### config.mk
export PLATFORM = sky130hd
export DESIGN_NAME = fifo_wr_arbiter
export DESIGN_NICKNAME = d
export VERILOG_FILES = /design/src/rtl/fifo_wr_arbiter.sv
export SDC_FILE = /design/constraint.sdc
export NUM_CORES = 1
export LEC_CHECK = 0
export CORE_UTILIZATION = 41
export CTS_BUF_LIST = sky130_fd_sc_hd__clkbuf_16
export DETAILED_ROUTE_END_ITERATION = 12
export GPL_TIMING_DRIVEN = 0
export HOLD_SLACK_MARGIN = 0.05
export PLACE_DENSITY = 0.83
export SKIP_LAST_GASP = 1
export SYNTH_ARGS = -nofsm -noshare
export SYNTH_HDL_FRONTEND = slang
export SYNTH_SLANG_ARGS = --single-unit
### constraint.sdc
create_clock -name wclk -period 2.9 [get_ports wclk]
set_clock_uncertainty 0.1 [all_clocks]
set_input_delay 0.725 -clock wclk [delete_from_list [all_inputs] [get_ports wclk]]
set_output_delay 0.725 -clock wclk [all_outputs]
set_load 0.05 [all_outputs]
### src/rtl/fifo_wr_arbiter.sv
// Round-robin arbiter sharing the async FIFO write port among NUM_REQ producers.
// Each grant carries a burst that ends on req_last, after MAX_BURST words, or when the owner goes idle.
module fifo_wr_arbiter #(
    parameter int unsigned NUM_REQ    = 2,
    parameter int unsigned DATA_WIDTH = 8,
    parameter int unsigned MAX_BURST  = 4
) (
    input  logic                          wclk,
    input  logic                          wrst,
    input  logic [NUM_REQ-1:0]            req_valid,
    input  logic [NUM_REQ*DATA_WIDTH-1:0] req_data,
    input  logic [NUM_REQ-1:0]            req_last,
    output logic [NUM_REQ-1:0]            req_ready,
    input  logic                          wfull,
    output logic                          winc,
    output logic [DATA_WIDTH-1:0]         wdata,
    output logic [$clog2(NUM_REQ)-1:0]    grant_id,
    output logic                          busy
);

    localparam int unsigned   GW        = $clog2(NUM_REQ);
    localparam int unsigned   BW        = $clog2(MAX_BURST) + 1;
    localparam logic [GW-1:0] GRANT_RST = GW'(NUM_REQ - 1);
    localparam logic [BW-1:0] LAST_BEAT = BW'(MAX_BURST - 1);

    typedef enum logic {IDLE, BURST} state_t;

    state_t                  state, state_nxt;
    logic [GW-1:0]           grant_nxt;
    logic [BW-1:0]           beat_cnt, beat_nxt;
    logic [DATA_WIDTH-1:0]   wdata_q;
    logic [DATA_WIDTH-1:0]   words [NUM_REQ];
    logic [DATA_WIDTH-1:0]   gword;
    logic                    gvalid;
    logic                    found;
    int unsigned             idx;
    logic [GW-1:0]           idx_g;

    for (genvar i = 0; i < NUM_REQ; i++) begin : g_word
        assign words[i] = req_data[i*DATA_WIDTH +: DATA_WIDTH];
    end

    assign gword  = words[grant_id];
    assign gvalid = req_valid[grant_id];

    always_ff @(posedge wclk or posedge wrst) begin
        if (wrst) begin
            state    <= IDLE;
            grant_id <= GRANT_RST;
            beat_cnt <= '0;
            wdata_q  <= '0;
        end else begin
            state    <= state_nxt;
            grant_id <= grant_nxt;
            beat_cnt <= beat_nxt;
            if (state == BURST)
                wdata_q <= gword;
        end
    end

    always_comb begin
        state_nxt = state;
        grant_nxt = grant_id;
        beat_nxt  = beat_cnt;
        found     = 1'b0;
        idx       = 0;
        idx_g     = '0;
        unique case (state)
            IDLE: begin
                // Search starts one past the last owner, so a released producer goes to the back.
                for (int unsigned k = 1; k <= NUM_REQ; k++) begin
                    idx   = (32'(grant_id) + k) % NUM_REQ;
                    idx_g = GW'(idx);
                    if (!found && req_valid[idx_g]) begin
                        found     = 1'b1;
                        grant_nxt = idx_g;
                    end
                end
                if (found) begin
                    state_nxt = BURST;
                    beat_nxt  = '0;
                end
            end
            BURST: begin
                if (winc) begin
                    beat_nxt = beat_cnt + 1'b1;
                    if (req_last[grant_id] || beat_cnt == LAST_BEAT) begin
                        state_nxt = IDLE;
                        beat_nxt  = '0;
                    end
                end else if (!gvalid) begin
                    state_nxt = IDLE;
                    beat_nxt  = '0;
                end
            end
        endcase
    end

    always_comb begin
        winc      = 1'b0;
        req_ready = '0;
        wdata     = wdata_q;
        busy      = 1'b0;
        if (state == BURST) begin
            busy                = 1'b1;
            wdata               = gword;
            winc                = gvalid & ~wfull;
            req_ready[grant_id] = winc;
        end
    end

endmodule

==> run summary, run 1 <==
worst min-delay path class -> flip-flop to flip-flop
antenna violations before repair -> 0
ANT cells -> 0
maximum clock rate -> 0.358 GHz
reg-to-reg slack, setup -> 1290 ps
status -> finished with violations
H-tree depth -> 1
Synth cell types -> 23
clk root buf -> clkbuf_16
sequential area share after synthesis -> 0.455
clock-pin slew on the worst setup and hold paths -> 40 ps
Synth Net Count -> 94
GPL Wtd Cong -> 0.797
CTS tree -> built
total power -> 0.00135 W
final core utilization -> 0.714
Required @ worst endpoint -> 2080 ps
vias per cell -> 5.30
Routed WL per cell -> 14.4 um
post-route non-filler standard cell count -> 124
total track usage -> 0.208
DRT Wirelength -> 1780 um
Yosys reg bits -> 13
Area Growth Syn to Fin -> 57.1%
TritonRoute pass-1 iters -> 10
DRC viols -> 3
via count -> 657
pin count of the biggest net entering global routing -> 14
RSZ-0062 raised after global routing -> no
Clock Path Buffers -> 2
max-slew violations -> 0
Final Cycle Share -> 0.964
Clk Latency, worst-skew pair -> 240 ps
Reg2Reg Launch Point -> grant_id
VDD IR-drop max -> 0.832 mV
post-synthesis cell area -> 717 um^2
Die Y -> 43.8 um
Max Cap Viol -> 0
R2R cell count -> 4
hpwl dp -> 1370 um
CTS Buf Count -> 3
Hold Violations, Final -> 0
Worst Max-Slew Pin Slew -> 499 ps
residual overflow from global routing -> 0
Post-Synthesis Cells -> 69
Antenna Violating Nets Remaining -> 0
first-pass GRT wire length -> 2930 um
Worst slew margin -> 0.666
Setup WS pre-CTS -> -368 ps
power density over the cells -> 1200 mW/mm^2
die area -> 0.00192 mm^2
Buffers on Ports -> 35
YS warnings -> 0
Post-Place Cells -> 120
Tmin final -> 2790 ps
maximum fanout along the worst path -> 2
WS Path Type -> input pin to primary output
crit path DAT -> 1970 ps
core area -> 0.00158 mm^2
Worst R2R End -> beat_cnt[0]
Setup-failing EPs final -> 0
CP startpoint -> req_data[15]
hold path startpoint -> beat_cnt[1]
Rows -> 14
Crit. End Element -> primary output
io pins -> 36
DR iter-0 viols -> 12
commonest non-fill, non-tap cells in the layout -> clkdlybuf4s50_1 (24), nor2_1 (12), dfrtp_1 (12)
worst setup margin -> 105 ps
vias in the first global route -> 714
Worst setup SP type -> input pin
Static Leak -> 0.510 nW
clock sink total -> 13
Synth Area per Inst -> 10.4 um^2
Initial Util -> 0.455
share of layout cells above drive strength 1 -> 0.204
commonest non-fill, non-tap cell in the layout -> clkdlybuf4s50_1
failing checks -> design-rule violations
nets -> 134
Die W -> 43.8 um
worst setup path endpoint -> wdata[7]
## final cells by class
type / instances / area [um^2]
clock inverters: 1 / 3.75
fillers: 127 / 450
well taps: 16 / 20.0
plain buffers: 4 / 25.0
multi-input cells: 49 / 359
inverters: 3 / 11.3
clock buffers: 3 / 75.1
repair buffers: 35 / 305
flip-flops and latches: 13 / 327
## metal layers
layer  share of wire  GRT usage  up-vias
met2            0.53      0.385       24
met1            0.41      0.239      309
li1                -          -      320
met3           0.054     0.0208        4
met4           0.012     0.0938        0
met5               0          0        -
## synthesized netlist by cell type
master    instances  area, um^2
a21oi_1           8        40.0
a22o_1            2        17.5
buf_2             2        10.0
buf_6             1        11.3
clkbuf_1          1        3.75
dfrtp_1          12         300
dfstp_2           1        26.3
ha_1              2        25.0
inv_1             3        11.3
mux2_2            1        11.3
mux2_4            1        15.0
mux2i_1           8        80.1
mux2i_4           1        22.5
nand2_1           3        11.3
nand2b_1          3        18.8
nand4_1           1        6.26
nor2_1           12        45.0
nor2b_1           1        6.26
nor3b_1           1        7.51
nor4_4            1        21.3
o21ai_0           2        10.0
o21bai_1          1        7.51
o32ai_1           1        8.76
## report_power, final
part	leakage, nW	internal [W]	total (W)	switching [W]
clock	0.0423	0.000181	0.000253	0.0000719
sequential	0.153	0.000262	0.000290	0.0000287
combinational	0.315	0.000243	0.000809	0.000566
total	0.510	0.000686	0.00135	0.000667
## cell families (layout without fill, tap and decap cells)
| logic type | count (synthesis) | count (layout) | synth area share |
|---|---|---|---|
| fa+ha+maj | 2 | 2 | 0.0349 |
| buf+inv | 7 | 46 | 0.0506 |
| compound gates | 14 | 14 | 0.117 |
| mux | 11 | 11 | 0.180 |
| simple gates | 22 | 22 | 0.162 |
| flops | 13 | 13 | 0.456 |
## worst min path at each step
stage	endpoint	slack, ps	depth (start not counted)
after floorplan	beat_cnt[2]	370	1
after global placement	beat_cnt[2]	380	1
after detailed placement	beat_cnt[2]	390	1
after CTS	beat_cnt[2]	410	1
after global routing	beat_cnt[2]	440	1
final	beat_cnt[1]	410	1
## flip-flops by register name, summed over array words and instances, names as in the netlist
name	cells
state	1
wdata_q	8
beat_cnt	3
grant_id	1
## per-stage QoR
stage                     TNS [ps]  hold slack [ps]  cell area, um^2
after floorplan                  0              366              722
after global placement       -2390              385             1090
after detailed placement     -2650              394             1090
after CTS                    -93.2              408             1160
after global routing             0              437             1130
final                            0              409             1130
## worst max-delay path: stages
cell             delay (ps)
clkdlybuf4s50_1         460
mux2i_1                  60
a21oi_1                 170
dlygate4sd2_1           550
## what timing repair did
action / in CTS / in global routing
hold buffers: 0 / 0
pin swaps: 0 / 0
resized for setup: 16 / 15
endpoints found under the hold margin: 0 / 0
setup endpoints to repair: 11 / 9
setup buffers: 0 / 0
Power figures use the tool's default switching activity.
==> run 2: changes to the inputs <==
Settings changed: RECOVER_POWER set to 25.
==> run 2 against run 1 <==
The run still ends with design-rule violations left; sequential cell count unchanged; via count is the same; cell count is the same; worst hold slack unchanged; register-to-register slack barely moved; die area is the same; first-iteration DRC count stayed put; routed wire length did not move; sequential share of layout area stayed put; cell area unchanged; non-clock buffer count did not move.
==> run summary, run 2 (synthesized netlist as in run 1, its figures left out) <==
clock sink total -> 13 (unchanged)
register bank with the most flops -> wdata_q (unchanged)
worst setup path endpoint -> wdata[7] (unchanged)
share of layout cells above drive strength 1 -> 0.204 (unchanged)
via count -> 657 (unchanged)
Routed WL per cell -> 14.4 um (unchanged)
VDD IR-drop max -> 0.832 mV (about the same)
Crit. End Element -> primary output (unchanged)
WL met3 -> 97 um (unchanged)
maximum fanout along the worst path -> 2 (unchanged)
die area -> 0.00192 mm^2 (unchanged)
Initial Util -> 0.455 (unchanged)
Die W -> 43.8 um (unchanged)
CP startpoint -> req_data[15] (unchanged)
R2R cell count -> 4 (unchanged)
antenna violations before repair -> 0 (unchanged)
power density over the cells -> 1200 mW/mm^2 (about the same)
H-tree depth -> 1 (unchanged)
Area Growth Syn to Fin -> 57.1% (unchanged)
first-pass GRT wire length -> 2930 um (unchanged)
commonest non-fill, non-tap cell in the layout -> clkdlybuf4s50_1 (unchanged)
status -> finished with violations (unchanged)
Tmin final -> 2790 ps (unchanged)
worst min-delay path class -> flip-flop to flip-flop (unchanged)
failing checks -> design-rule violations (unchanged)
Worst slew margin -> 0.666 (unchanged)
Antenna Violating Nets Remaining -> 0 (unchanged)
max-slew violations -> 0 (unchanged)
Top Layer Used -> met4 (unchanged)
wire length on met1 -> 727 um (unchanged)
max reg flops -> 8 (unchanged)
clock-pin slew on the worst setup and hold paths -> 40 ps (about the same)
hold path startpoint -> beat_cnt[1] (unchanged)
DRT Wirelength -> 1780 um (unchanged)
Largest regs -> wdata_q x8, beat_cnt x3 (unchanged)
Max Cap Viol -> 0 (unchanged)
DR iter-0 viols -> 12 (unchanged)
post-route non-filler standard cell count -> 124 (unchanged)
Clock Path Buffers -> 2 (unchanged)
Reg2Reg Launch Point -> grant_id (unchanged)
RSZ-0062 raised after global routing -> no (unchanged)
CTS Buf Count -> 3 (unchanged)
reg-to-reg slack, setup -> 1290 ps (about the same)
clk root buf -> clkbuf_16 (unchanged)
Die Y -> 43.8 um (unchanged)
Buffers on Ports -> 35 (unchanged)
vias per cell -> 5.30 (unchanged)
Setup-failing EPs final -> 0 (unchanged)
crit path DAT -> 1970 ps (about the same)
Clk Latency, worst-skew pair -> 240 ps (about the same)
CTS tree -> built (unchanged)
Worst Max-Slew Pin Slew -> 499 ps (unchanged)
Required @ worst endpoint -> 2080 ps (about the same)
final core utilization -> 0.714 (unchanged)
ANT cells -> 0 (unchanged)
core area -> 0.00158 mm^2 (unchanged)
commonest non-fill, non-tap cells in the layout -> clkdlybuf4s50_1 (23), nor2_1 (12), dfrtp_1 (12) (was clkdlybuf4s50_1 (24), nor2_1 (12), dfrtp_1 (12))
Post-Place Cells -> 120 (unchanged)
TritonRoute pass-1 iters -> 10 (unchanged)
vias in the first global route -> 714 (unchanged)
nets -> 134 (unchanged)
total track usage -> 0.208 (unchanged)
Rows -> 14 (unchanged)
Hold Violations, Final -> 0 (unchanged)
residual overflow from global routing -> 0 (unchanged)
Static Leak -> 0.511 nW (was 0.510 nW)
met2 routed WL -> 937 um (unchanged)
pin count of the biggest net entering global routing -> 14 (unchanged)
io pins -> 36 (unchanged)
Final Cycle Share -> 0.964 (unchanged)
hpwl dp -> 1370 um (unchanged)
Worst R2R End -> beat_cnt[0] (unchanged)
GPL Wtd Cong -> 0.797 (unchanged)
maximum clock rate -> 0.358 GHz (unchanged)
WS Path Type -> input pin to primary output (unchanged)
DRC viols -> 3 (unchanged)
Worst setup SP type -> input pin (unchanged)
## run 2: cell count changes in the layout (fill, tap and decap cells not counted), sizes merged
| cell | previous run | this run |
|---|---|---|
| dlygate4sd3 | 0 | 1 |
| clkdlybuf4s50 | 24 | 23 |
## run 2: critical path: stages
cell and delay [ps]:
clkdlybuf4s50_1 460, mux2i_1 60, a21oi_1 170, dlygate4sd2_1 550
## run 2: how the worst min path moves through the flow
| stage | slack (ps) | to | depth (start not counted) |
|---|---|---|---|
| finish | 410 | beat_cnt[1] | 1 |
| global route | 440 | beat_cnt[2] | 1 |
| CTS | 410 | beat_cnt[2] | 1 |
| detailed placement | 390 | beat_cnt[2] | 1 |
| global placement | 380 | beat_cnt[2] | 1 |
| floorplan | 370 | beat_cnt[2] | 1 |
## run 2: through the flow
| stage | setup slack [ps] | TNS [ps] | hold slack, ps | power, W | instance area [um^2] |
|---|---|---|---|---|---|
| after floorplan | 61.7 | 0 | 366 | 0.000904 | 722 |
| after global placement | -359 | -2390 | 385 | 0.00115 | 1090 |
| after detailed placement | -368 | -2650 | 394 | 0.00117 | 1090 |
| after CTS | -93.2 | -93.2 | 408 | 0.00139 | 1160 |
| after global routing | 35.4 | 0 | 437 | 0.00142 | 1130 |
| final | 105 | 0 | 409 | 0.00135 | 1130 |
## run 2: routing by layer
layer	GRT usage	vias to the layer above
li1	-	320
met1	0.239	309
met2	0.385	24
met3	0.0208	4
met4	0.0938	0
met5	0	-
## run 2: power breakdown
group,internal (W),switching (W),total [W]
Sequential,0.000262,0.0000287,0.000290
Combinational,0.000243,0.000566,0.000809
Clock,0.000181,0.0000719,0.000253
Total,0.000686,0.000667,0.00135
## run 2: cell type report
| cell class | count | area (um^2) |
|---|---|---|
| plain buffers | 4 | 25.0 |
| clock buffers | 3 | 75.1 |
| clock inverters | 1 | 3.75 |
| fillers | 127 | 450 |
| inverters | 3 | 11.3 |
| multi-input cells | 49 | 359 |
| flip-flops and latches | 13 | 327 |
| well taps | 16 | 20.0 |
| repair buffers | 35 | 305 |
## run 2: what timing repair did
| item | 4_1_cts | 5_1_grt |
|---|---|---|
| endpoints found under the setup margin | 11 | 9 |
| setup buffers | 0 | 0 |
| gates resized for setup | 16 | 15 |
| hold buffers | 0 | 0 |
